`src/rtl/mips_pkg.sv`:
```
// ---------------------------------------------------------------------------
// mips_pkg
// Shared encodings for the execute stage.
//   - ALUOp field encodings driven by the main decoder
//   - R-type funct codes understood by the ALU control
//   - alu_op_e    : internal ALU operation after ALU-control decode
//   - fwd_sel_e   : operand forwarding source (NONE / EXMEM / MEMWB)
//   - mult_state_e: states of the optional iterative multiplier
//   - alu_decode(): ALUOp + funct -> alu_op_e
// ---------------------------------------------------------------------------
package mips_pkg;

  localparam logic [1:0] ALUOP_ADD   = 2'b00;
  localparam logic [1:0] ALUOP_SUB   = 2'b01;
  localparam logic [1:0] ALUOP_FUNCT = 2'b10;
  localparam logic [1:0] ALUOP_ADD2  = 2'b11;

  localparam logic [5:0] FUNCT_MULT = 6'h18;
  localparam logic [5:0] FUNCT_ADD  = 6'h20;
  localparam logic [5:0] FUNCT_SUB  = 6'h22;
  localparam logic [5:0] FUNCT_AND  = 6'h24;
  localparam logic [5:0] FUNCT_OR   = 6'h25;
  localparam logic [5:0] FUNCT_NOR  = 6'h27;
  localparam logic [5:0] FUNCT_SLT  = 6'h2A;

  typedef enum logic [2:0] {
    ALU_ADD,
    ALU_SUB,
    ALU_AND,
    ALU_OR,
    ALU_NOR,
    ALU_SLT,
    ALU_MULT,
    ALU_ZERO
  } alu_op_e;

  typedef enum logic [1:0] {
    FWD_NONE,
    FWD_EXMEM,
    FWD_MEMWB
  } fwd_sel_e;

  typedef enum logic [1:0] {
    MS_IDLE,
    MS_BUSY,
    MS_DONE
  } mult_state_e;

  // ALU control. MULT is only recognised when the multiplier exists;
  // otherwise 0x18 falls into the "unknown funct -> result 0" bucket.
  function automatic alu_op_e alu_decode(input logic [1:0] aluop,
                                         input logic [5:0] funct,
                                         input logic       mult_en);
    alu_op_e op;
    case (aluop)
      ALUOP_SUB: op = ALU_SUB;
      ALUOP_FUNCT: begin
        case (funct)
          FUNCT_ADD:  op = ALU_ADD;
          FUNCT_SUB:  op = ALU_SUB;
          FUNCT_AND:  op = ALU_AND;
          FUNCT_OR:   op = ALU_OR;
          FUNCT_NOR:  op = ALU_NOR;
          FUNCT_SLT:  op = ALU_SLT;
          FUNCT_MULT: op = mult_en ? ALU_MULT : ALU_ZERO;
          default:    op = ALU_ZERO;
        endcase
      end
      default: op = ALU_ADD;  // 00 and 11 both add
    endcase
    return op;
  endfunction

endpackage

```
`src/rtl/ex_iter_mult.sv`:
```
// ---------------------------------------------------------------------------
// ex_iter_mult
// Iterative shift-add multiplier (low DATA_W bits of the unsigned product),
// one multiplier bit per clock, with the stall handshake for the front end.
// Only instantiated when EX_MULT_EN is defined.
// Ports:
//   clk, reset    clock, asynchronous active-high reset
//   flush_i       abort any multiply, return to IDLE
//   start_i       current EX instruction is MULT
//   a_i, b_i      forwarded operands, captured when the multiply starts
//   stall_o       hold the front end (combinational)
//   busy_o        FSM is in BUSY
//   done_o        FSM is in DONE: product_o is valid this cycle
//   product_o     accumulated product
// ---------------------------------------------------------------------------
module ex_iter_mult
  import mips_pkg::*;
#(
  parameter int DATA_W = 32
) (
  input  logic              clk,
  input  logic              reset,
  input  logic              flush_i,
  input  logic              start_i,
  input  logic [DATA_W-1:0] a_i,
  input  logic [DATA_W-1:0] b_i,
  output logic              stall_o,
  output logic              busy_o,
  output logic              done_o,
  output logic [DATA_W-1:0] product_o
);

  localparam int CNT_W = $clog2(DATA_W);

  mult_state_e       state_q;
  logic [CNT_W-1:0]  cnt_q;
  logic [DATA_W-1:0] acc_q;
  logic [DATA_W-1:0] mcand_q;
  logic [DATA_W-1:0] mplier_q;

  always_ff @(posedge clk or posedge reset) begin
    if (reset) begin
      state_q  <= MS_IDLE;
      cnt_q    <= '0;
      acc_q    <= '0;
      mcand_q  <= '0;
      mplier_q <= '0;
    end else if (flush_i) begin
      state_q <= MS_IDLE;
      cnt_q   <= '0;
    end else begin
      case (state_q)
        MS_IDLE: begin
          if (start_i) begin
            acc_q    <= '0;
            mcand_q  <= a_i;
            mplier_q <= b_i;
            cnt_q    <= '0;
            state_q  <= MS_BUSY;
          end
        end
        MS_BUSY: begin
          // Multiplicand shifts left while the multiplier shifts right, so
          // bit 0 of mplier_q always selects the correctly weighted addend.
          if (mplier_q[0]) begin
            acc_q <= acc_q + mcand_q;
          end
          mcand_q  <= mcand_q << 1;
          mplier_q <= mplier_q >> 1;
          cnt_q    <= cnt_q + CNT_W'(1);
          if (cnt_q == CNT_W'(DATA_W - 1)) begin
            state_q <= MS_DONE;
          end
        end
        MS_DONE: begin
          // The held MULT is still on the inputs here; never restart.
          state_q <= MS_IDLE;
        end
        default: state_q <= MS_IDLE;
      endcase
    end
  end

  // The start cycle must already stall, so this cannot wait for BUSY.
  assign stall_o   = !flush_i && (((state_q == MS_IDLE) && start_i) ||
                                  (state_q == MS_BUSY));
  assign busy_o    = (state_q == MS_BUSY);
  assign done_o    = (state_q == MS_DONE);
  assign product_o = acc_q;

endmodule

```
`src/rtl/ex_stage.sv`:
```
// ---------------------------------------------------------------------------
// ex_stage
// Execute stage: forwarding muxes, ALU control, ALU, destination-register
// select and the EX/MEM pipeline register.
// Optional feature macro: EX_MULT_EN (iterative MULT, funct 0x18, stalls
// the front end while it runs). Without it stall_o is tied low.
// Ports:
//   clk, reset           clock, asynchronous active-high reset
//   flush                synchronous bubble into EX/MEM, aborts a multiply
//   *_in                 ID/EX register outputs (control, operands, indices)
//   wb_*                 MEM/WB write port, used for forwarding
//   stall_o              hold PC, IF/ID and ID/EX this cycle
//   *_out                EX/MEM register outputs
// ---------------------------------------------------------------------------
module ex_stage
  import mips_pkg::*;
#(
  parameter int DATA_W = 32,
  parameter int REG_W  = 5
) (
  input  logic              clk,
  input  logic              reset,
  input  logic              flush,
  input  logic              RegDst_in,
  input  logic              ALUSrc_in,
  input  logic              MemRead_in,
  input  logic              MemWrite_in,
  input  logic              MemToReg_in,
  input  logic              RegWrite_in,
  input  logic [1:0]        ALUOp_in,
  input  logic [DATA_W-1:0] RD1_in,
  input  logic [DATA_W-1:0] RD2_in,
  input  logic [DATA_W-1:0] SignExt_in,
  input  logic [REG_W-1:0]  Rs_in,
  input  logic [REG_W-1:0]  Rt_in,
  input  logic [REG_W-1:0]  Rd_in,
  input  logic [5:0]        funct_in,
  input  logic              wb_RegWrite,
  input  logic [REG_W-1:0]  wb_WriteReg,
  input  logic [DATA_W-1:0] wb_WriteData,
  output logic              stall_o,
  output logic              MemRead_out,
  output logic              MemWrite_out,
  output logic              MemToReg_out,
  output logic              RegWrite_out,
  output logic [DATA_W-1:0] ALUResult_out,
  output logic [DATA_W-1:0] WriteData_out,
  output logic [REG_W-1:0]  WriteReg_out,
  output logic              Zero_out
);

`ifdef EX_MULT_EN
  localparam logic MULT_EN = 1'b1;
`else
  localparam logic MULT_EN = 1'b0;
`endif

  // EX/MEM register
  logic              mem_read_q,  mem_read_d;
  logic              mem_write_q, mem_write_d;
  logic              mem_to_reg_q, mem_to_reg_d;
  logic              reg_write_q, reg_write_d;
  logic [DATA_W-1:0] result_q,    result_d;
  logic [DATA_W-1:0] wdata_q,     wdata_d;
  logic [REG_W-1:0]  wreg_q,      wreg_d;
  logic              zero_q,      zero_d;

  // ------------------------------------------------------------------
  // Forwarding: index 0 is operand A (Rs), index 1 is operand B (Rt).
  // The stage's own EX/MEM register beats MEM/WB; $0 is never forwarded.
  // ------------------------------------------------------------------
  logic [REG_W-1:0]  src_idx [2];
  logic [DATA_W-1:0] rf_val  [2];
  logic [DATA_W-1:0] fwd_val [2];
  fwd_sel_e          fwd_sel [2];

  assign src_idx[0] = Rs_in;
  assign src_idx[1] = Rt_in;
  assign rf_val[0]  = RD1_in;
  assign rf_val[1]  = RD2_in;

  for (genvar gi = 0; gi < 2; gi++) begin : g_fwd
    assign fwd_sel[gi] =
      (reg_write_q && (wreg_q != '0) && (wreg_q == src_idx[gi])) ? FWD_EXMEM :
      (wb_RegWrite && (wb_WriteReg != '0) && (wb_WriteReg == src_idx[gi])) ? FWD_MEMWB :
      FWD_NONE;
    assign fwd_val[gi] = (fwd_sel[gi] == FWD_EXMEM) ? result_q :
                         (fwd_sel[gi] == FWD_MEMWB) ? wb_WriteData :
                         rf_val[gi];
  end

  logic [DATA_W-1:0] op_a;
  logic [DATA_W-1:0] fwd_b;
  logic [DATA_W-1:0] op_b;
  logic [REG_W-1:0]  wreg_sel;
  alu_op_e           alu_op;
  logic [DATA_W-1:0] alu_result;

  assign op_a     = fwd_val[0];
  assign fwd_b    = fwd_val[1];
  assign op_b     = ALUSrc_in ? SignExt_in : fwd_b;
  assign wreg_sel = RegDst_in ? Rd_in : Rt_in;
  assign alu_op   = alu_decode(ALUOp_in, funct_in, MULT_EN);

  // ------------------------------------------------------------------
  // ALU. Add/sub wrap silently; slt is a signed compare.
  // ------------------------------------------------------------------
  always_comb begin
    alu_result = '0;
    case (alu_op)
      ALU_ADD: alu_result = op_a + op_b;
      ALU_SUB: alu_result = op_a - op_b;
      ALU_AND: alu_result = op_a & op_b;
      ALU_OR:  alu_result = op_a | op_b;
      ALU_NOR: alu_result = ~(op_a | op_b);
      ALU_SLT: alu_result = {{(DATA_W-1){1'b0}}, ($signed(op_a) < $signed(op_b))};
      default: alu_result = '0;  // ALU_MULT goes through the multiplier
    endcase
  end

`ifdef EX_MULT_EN
  // ------------------------------------------------------------------
  // Iterative multiplier. The EX/MEM fields of the MULT are captured on
  // its first cycle: forwarding sources vanish once EX/MEM holds bubbles.
  // ------------------------------------------------------------------
  logic              mult_stall;
  logic              mult_busy;
  logic              mult_done;
  logic [DATA_W-1:0] mult_product;

  logic              hold_mem_read_q;
  logic              hold_mem_write_q;
  logic              hold_mem_to_reg_q;
  logic              hold_reg_write_q;
  logic [DATA_W-1:0] hold_wdata_q;
  logic [REG_W-1:0]  hold_wreg_q;

  ex_iter_mult #(
    .DATA_W (DATA_W)
  ) u_mult (
    .clk       (clk),
    .reset     (reset),
    .flush_i   (flush),
    .start_i   (alu_op == ALU_MULT),
    .a_i       (op_a),
    .b_i       (fwd_b),
    .stall_o   (mult_stall),
    .busy_o    (mult_busy),
    .done_o    (mult_done),
    .product_o (mult_product)
  );

  always_ff @(posedge clk or posedge reset) begin
    if (reset) begin
      hold_mem_read_q   <= 1'b0;
      hold_mem_write_q  <= 1'b0;
      hold_mem_to_reg_q <= 1'b0;
      hold_reg_write_q  <= 1'b0;
      hold_wdata_q      <= '0;
      hold_wreg_q       <= '0;
    end else if (mult_stall && !mult_busy) begin
      hold_mem_read_q   <= MemRead_in;
      hold_mem_write_q  <= MemWrite_in;
      hold_mem_to_reg_q <= MemToReg_in;
      hold_reg_write_q  <= RegWrite_in;
      hold_wdata_q      <= fwd_b;
      hold_wreg_q       <= wreg_sel;
    end
  end

  assign stall_o = mult_stall;
`else
  assign stall_o = 1'b0;
`endif

  // ------------------------------------------------------------------
  // EX/MEM next state. flush wins over everything, including a finishing
  // multiply. Zero follows whatever result is actually loaded.
  // ------------------------------------------------------------------
  always_comb begin
    mem_read_d   = MemRead_in;
    mem_write_d  = MemWrite_in;
    mem_to_reg_d = MemToReg_in;
    reg_write_d  = RegWrite_in;
    result_d     = alu_result;
    wdata_d      = fwd_b;
    wreg_d       = wreg_sel;
`ifdef EX_MULT_EN
    if (mult_done) begin
      mem_read_d   = hold_mem_read_q;
      mem_write_d  = hold_mem_write_q;
      mem_to_reg_d = hold_mem_to_reg_q;
      reg_write_d  = hold_reg_write_q;
      result_d     = mult_product;
      wdata_d      = hold_wdata_q;
      wreg_d       = hold_wreg_q;
    end else if (mult_stall) begin
      mem_read_d   = 1'b0;
      mem_write_d  = 1'b0;
      mem_to_reg_d = 1'b0;
      reg_write_d  = 1'b0;
      result_d     = '0;
      wdata_d      = '0;
      wreg_d       = '0;
    end
`endif
    if (flush) begin
      mem_read_d   = 1'b0;
      mem_write_d  = 1'b0;
      mem_to_reg_d = 1'b0;
      reg_write_d  = 1'b0;
      result_d     = '0;
      wdata_d      = '0;
      wreg_d       = '0;
    end
    zero_d = (result_d == '0);
  end

  always_ff @(posedge clk or posedge reset) begin
    if (reset) begin
      mem_read_q   <= 1'b0;
      mem_write_q  <= 1'b0;
      mem_to_reg_q <= 1'b0;
      reg_write_q  <= 1'b0;
      result_q     <= '0;
      wdata_q      <= '0;
      wreg_q       <= '0;
      zero_q       <= 1'b0;
    end else begin
      mem_read_q   <= mem_read_d;
      mem_write_q  <= mem_write_d;
      mem_to_reg_q <= mem_to_reg_d;
      reg_write_q  <= reg_write_d;
      result_q     <= result_d;
      wdata_q      <= wdata_d;
      wreg_q       <= wreg_d;
      zero_q       <= zero_d;
    end
  end

  assign MemRead_out   = mem_read_q;
  assign MemWrite_out  = mem_write_q;
  assign MemToReg_out  = mem_to_reg_q;
  assign RegWrite_out  = reg_write_q;
  assign ALUResult_out = result_q;
  assign WriteData_out = wdata_q;
  assign WriteReg_out  = wreg_q;
  assign Zero_out      = zero_q;

endmodule
```
`config.mk`:
```
export PLATFORM = sky130hd
export DESIGN_NAME = ex_stage
export DESIGN_NICKNAME = d
export VERILOG_FILES = /design/src/rtl/mips_pkg.sv /design/src/rtl/ex_iter_mult.sv /design/src/rtl/ex_stage.sv
export SDC_FILE = /design/constraint.sdc
export NUM_CORES = 1
export LEC_CHECK = 0
export BUFFER_PORTS_ARGS = -buffer_cell sky130_fd_sc_hd__buf_2
export CORE_MARGIN = 1.5
export CORE_UTILIZATION = 36
export CTS_CLUSTER_DIAMETER = 200
export DETAILED_ROUTE_END_ITERATION = 16
export PLACE_DENSITY = 0.62
export SLEW_MARGIN = 20
export SYNTH_ARGS = -nofsm -noshare
export SYNTH_HDL_FRONTEND = slang
export SYNTH_SLANG_ARGS = --single-unit
```
`constraint.sdc`:
```
create_clock -name clk -period 6.4 [get_ports clk]
set_clock_uncertainty 0.2 [all_clocks]
set_input_delay 1.28 -clock clk [delete_from_list [all_inputs] [get_ports clk]]
set_output_delay 1.28 -clock clk [all_outputs]
set_load 0.05 [all_outputs]
```
; Word level (Yosys, flattened, before mapping)
; Index checks and enable logic that the tools add are counted.
[op_classes]
add_sub_neg = 2
n_mul = 0
div = 0
n_lt_le_gt_ge = 1
eq_ne = 21
shift = 0
mux = 20
bitwise_logic = 3
reduce_logical = 10
[op_table]
columns = cell, n
row1 = 2-to-1 mux 32 bit, 7
row2 = case mux 32 bit (6 select lines), 1
row3 = "== test 6 bit, second input constant", 6
row4 = adder 32 bit, 1
row5 = AND 32 bit, 1
row6 = logical NOT 32 bit, 1
row7 = less-than comparator 32 bit, 1
row8 = inverter 32 bit, 1
row9 = OR 32 bit, 1
row10 = subtractor 32 bit, 1
row11 = == test 5 bit, 4
row12 = case mux 3 bit (6 select lines), 1
row13 = 2-to-1 mux 5 bit, 2
row14 = nonzero test 5 bit, 2
row15 = 2-to-1 mux 2 bit, 4
row16 = "== test 2 x 1 -> 1 bit, second input constant", 3
row17 = "== test 2 bit, second input constant", 3
row18 = "== test 3 x 2 -> 1 bit, second input constant", 2
row19 = "== test 3 bit, second input constant", 2
row20 = logical AND 1 bit, 6
row21 = case mux 3 bit (2 select lines), 1
row22 = 2-to-1 mux 1 bit, 4
row23 = "== test 3 x 1 -> 1 bit, second input constant", 1
row24 = logical NOT 3 bit, 1
[totals]
register_bits = 74
latch_bits = 0
ram_bits = 0
rom_bits = 0
out_inout_bits = 75
mem_count = 0

; Logic depth before layout (Yosys ltp)
[logic_depth]
word_depth = 14
depth_mapped = 21
ltp_nobuf = 21

; Least setup slack after synthesis
; Ideal clock, no wire load.
[synth_path]
path_type = input -> register
start = in wb_WriteReg[4]
end = reg zero_q, in the netlist Zero_out
setup_time_ps = 100
t_arrival_ps = 6491
t_required_ps = 6100
slack_ps = -391
cell_stages = 19
cell_sequence = xnor2_1 > nand3_1 > nor4_1 > clkbuf_1 > mux2i_1 > a21oi_1 > mux2_2 > ha_1 > inv_1 > a211o_1 > o211a_1 > o21ai_1 > nor3b_2 > mux2_2 > a221oi_1 > o21bai_1 > or4b_1 > or4_1 > nor4bb_1
[synth_via]
elab_chain_cells = 14
word_cells_on_any_way = 28
cone_classes = add/sub (2) / order compare (1) / eq/ne (6) / mux (11) / bitwise (3) / reduce/logical (5)
[synth_lines]
columns = element, line
row1 = from (decl), ex_stage.sv:39  ; input logic [REG_W-1:0] wb_WriteReg,
row2 = "parallel branches: the longest is 11 deep, another holds subtractor 32 bit", -
row3 = case mux 32 bit (6 select lines) (*), ex_stage.sv:110  ; case (alu_op)
row4 = 2-to-1 mux 32 bit (*), ex_stage.sv:207  ; if (flush) begin
row5 = logical NOT 32 bit (*), ex_stage.sv:216  ; zero_d = (result_d == '0);
row6 = named net zero_d, ex_stage.sv:66  ; logic zero_q, zero_d;
row7 = to (signal assigned), ex_stage.sv:237  ; zero_q <= zero_d;
row8 = to (decl), ex_stage.sv:66
; Mark *: on every way through the listed nets, which the timed path passes.

; Worst setup path after layout
[layout_path]
start = in wb_WriteReg[1]
end = reg zero_q, in the netlist Zero_out
[layout_via]
elab_chain_cells = 14
word_cells_on_any_way = 28
cone_classes = add/sub (2) / order compare (1) / eq/ne (6) / mux (11) / bitwise (3) / reduce/logical (5)
[layout_lines]
columns = element, line
row1 = "parallel branches: the longest is 11 deep, another holds subtractor 32 bit", -
row2 = case mux 32 bit (6 select lines) (*), ex_stage.sv:110
row3 = 2-to-1 mux 32 bit (*), ex_stage.sv:207
row4 = named net result_d[15], ex_stage.sv:63  ; logic [DATA_W-1:0] result_q, result_d;
row5 = logical NOT 32 bit (*), ex_stage.sv:216
row6 = named net zero_d, ex_stage.sv:66
; Marked as above.

==> results.tsv <==
metric	value	unit
CTS Buf Count	9	
Die W	172	µm
fmax	151	MHz
Tightest Pin Transition	0.966	ns
FP Rows	61	
Syn Area/Cell	7.73	µm²
Detail Route Antenna Nets	0	
Seq cells post-synth	74	
post-synthesis sequential area ratio	0.181	
Post-Synth Adder-Cell Area	0.132	
worst hold slack	0.526	ns
fin util	0.541	
max-cap violations	0	
clock latency on the worst-skew pair	0.34	ns
I/O Buffers	239	
failing checks	negative setup slack	
Worst VDD drop	127	µV
CTS max path bufs	2	
Syn Nets	1600	
Routed WL per cell	20.7	µm
n_diodes	0	
Max Fanout on Critical Path	15	
Via Count	12600	
DRC violations left	0	
cells after synthesis	1327	
CTS clk-pin slew, worst paths	0.06	ns
Seq. cell area	0.00185	mm²
GR Util All Layers	0.305	
Die H	172	µm
initial antenna violation count	0	
final worst setup slack	-0.208	ns
H-tree depth	3	
vias in the first global route	11900	
initial DRC count	1201	
status	complete, but fails checks	
Power Total	2.77	mW
CTS tree	done	
asr flop ratio synth	1.00	
GP Congestion	1.03	
critical path type	in -> reg	
Core Footprint	0.0279	mm²
DIE AREA	0.0295	mm²
relative slew slack	0.350	
global-route wire length before repair	67.9	mm
setup violators final	1	
XOR/XNOR Fraction of Synth Area	0.0299	
Worst Setup Start Kind	input port	
post-synthesis cell area	0.0103	mm²
hpwl dp	37.9	mm
Filler cells	2678	
GRT overflow	0	
# clock sinks	74	
fraction of layout cells with a size suffix above 1	0.405	
shortest period the worst path allows	6.61	ns
Layout area overhead	47.5	%
leakage	7.35	nW
critical path data required time	6.45	ns
Final Hold Vio Count	0	
first drt pass iteration count	5	
library cells used by synthesis	95	
# hold bufs at CTS	0	
total wire length	46.3	mm
# IOs	241	
Final Max Slew Viols	0	
HP Class	reg -> reg	
complex-gate fraction of the synthesized area	0.258	
post-synthesis mux area share	0.111	
Nets	2129	
number of synthesized flops with an enable pin	0	
area of the multi-input gates	0.00812	mm²
initial core utilization	0.367	
Clock Tree Root	clkbuf_16	
largest family of logic cells by synthesized area	compound AO/OA/AOI/OAI gates	
unrepaired setup endpoints after global routing	true	
Via density	5.63	
Pwr per Cell Area	183	mW/mm²
simple-gate area share of the yosys netlist	0.213	
fin crit share	1.03	
Worst Setup End Kind	flip-flop	
largest net degree at the start of global routing	75	
ys flop type	dfrtp_1	
critical path data arrival time	6.66	ns
Yosys Warn Count	0	
## cell usage after synthesis, types with 21 or more instances
| cell type | n | share of area |
|---|---|---|
| nor2_1 | 125 | 0.046 |
| a21oi_1 | 106 | 0.052 |
| ha_1 | 105 | 0.13 |
| nand2_1 | 100 | 0.037 |
| inv_1 | 98 | 0.036 |
| dfrtp_1 | 74 | 0.18 |
| mux2i_1 | 74 | 0.072 |
| o21ai_0 | 62 | 0.030 |
| clkbuf_1 | 42 | 0.015 |
| and2_1 | 41 | 0.025 |
| mux2_2 | 35 | 0.038 |
| nand3_1 | 34 | 0.017 |
| nor4_1 | 24 | 0.015 |
| nor3_1 | 23 | 0.011 |
| xnor2_1 | 22 | 0.019 |
| buf_2 | 21 | 0.010 |
## path summary, 6_finish.rpt
kind,endpoint,start,slack (ns),depth (start not counted)
min in group asynchronous,WriteData_out[6]$_DFF_PP0_,reset,1.02,3
hold / removal,WriteData_out[3]$_DFF_PP0_,ALUResult_out[3]$_DFF_PP0_,0.53,3
hold reg to reg,WriteData_out[3]$_DFF_PP0_,ALUResult_out[3]$_DFF_PP0_,0.53,3
max in group asynchronous,ALUResult_out[30]$_DFF_PP0_,reset,4.33,3
setup reg to reg,Zero_out$_DFF_PP0_,WriteReg_out[4]$_DFF_PP0_,0.26,21
setup / recovery,Zero_out$_DFF_PP0_,wb_WriteReg[1],-0.21,23
## per-layer routing
| layer | GRT usage | vias up | part of all wire |
|---|---|---|---|
| met1 | 0.420 | 5963 | 0.44 |
| met3 | 0.0520 | 105 | 0.096 |
| met4 | 0.113 | 0 | 0.035 |
| li1 | - | 5855 | - |
| met5 | 0 | - | 0 |
| met2 | 0.474 | 676 | 0.43 |
## metrics by stage
| step | instances | setup WS [ns] | TNS, ns | cell area [µm²] |
|---|---|---|---|---|
| 2_1_floorplan | 1327 | 0.00669 | 0 | 10300 |
| 3_3_place_gp | 2213 | -1.06 | -1.48 | 14300 |
| 3_5_place_dp | 2213 | -1.01 | -1.43 | 14300 |
| 4_1_cts | 2235 | -0.207 | -0.207 | 14800 |
| 5_1_grt | 2239 | -0.349 | -0.349 | 15100 |
| 6_report | 2239 | -0.208 | -0.208 | 15100 |
## cells by family after synthesis
| kind of cell | after synthesis |
|---|---|
| compound gates | 385 |
| xor+xnor | 35 |
| fa+ha+maj | 107 |
| buf+inv | 182 |
| flops | 74 |
| mux | 109 |
| other cells | 1 |
| simple gates | 434 |
## final cells by class
class                      count  area share
clock buffer                  10      0.0158
clock inverter                 6     0.00430
inverter                     103      0.0256
multi-input combinational   1071       0.537
sequential                    74       0.122
tap                          378      0.0313
timing repair buffer         597       0.263
## critical path, cell delays in order
cell      delay, ns
buf_2          0.11
or4_4          0.54
o21ai_4        0.17
nor4_4         0.06
buf_4          0.17
buf_12         0.16
mux2i_1        0.14
a21oi_1        0.09
mux2_4         0.30
buf_4          0.14
ha_1           0.32
o21bai_2       0.21
nor4b_4        0.32
o211a_1        0.29
buf_4          0.14
or2_1          0.10
a31oi_2        0.12
a221oi_1       0.28
a211oi_1       0.18
or2_2          0.31
or4_4          0.51
or4_4          0.45
nor4bb_4       0.28
## cells in the final DEF, fill, tap and decap left out, drive strengths merged, types with 23 or more instances in the layout
cell type / n
mux2: 35
o21ai: 69
nor2: 125
buf: 597
ha: 105
nor3: 23
mux2i: 74
inv: 103
nand2: 100
nand3: 34
and2: 41
a21oi: 107
dfrtp: 74
nor4: 24
## report_power, final
| part | internal [mW] | switching, mW | total (mW) |
|---|---|---|---|
| logic | 0.729 | 0.962 | 1.69 |
| registers | 0.517 | 0.0447 | 0.561 |
| clock network | 0.313 | 0.206 | 0.519 |
| total | 1.56 | 1.21 | 2.77 |
## registers in the layout, indices dropped and copies added (netlist names)
register / count
ALUResult_out: 32
WriteData_out: 32
WriteReg_out: 5
MemRead_out: 1
MemToReg_out: 1
MemWrite_out: 1
RegWrite_out: 1
Zero_out: 1
## timing repair
| item | CTS | global route |
|---|---|---|
| endpoints found under the hold margin | 0 | 0 |
| setup buffers | 7 | 4 |
| pin swaps | 16 | 25 |
| endpoints found under the setup margin | 1 | 1 |
| gates resized for setup | 41 | 47 |
No activity file was read; power rests on OpenSTA's default activity.
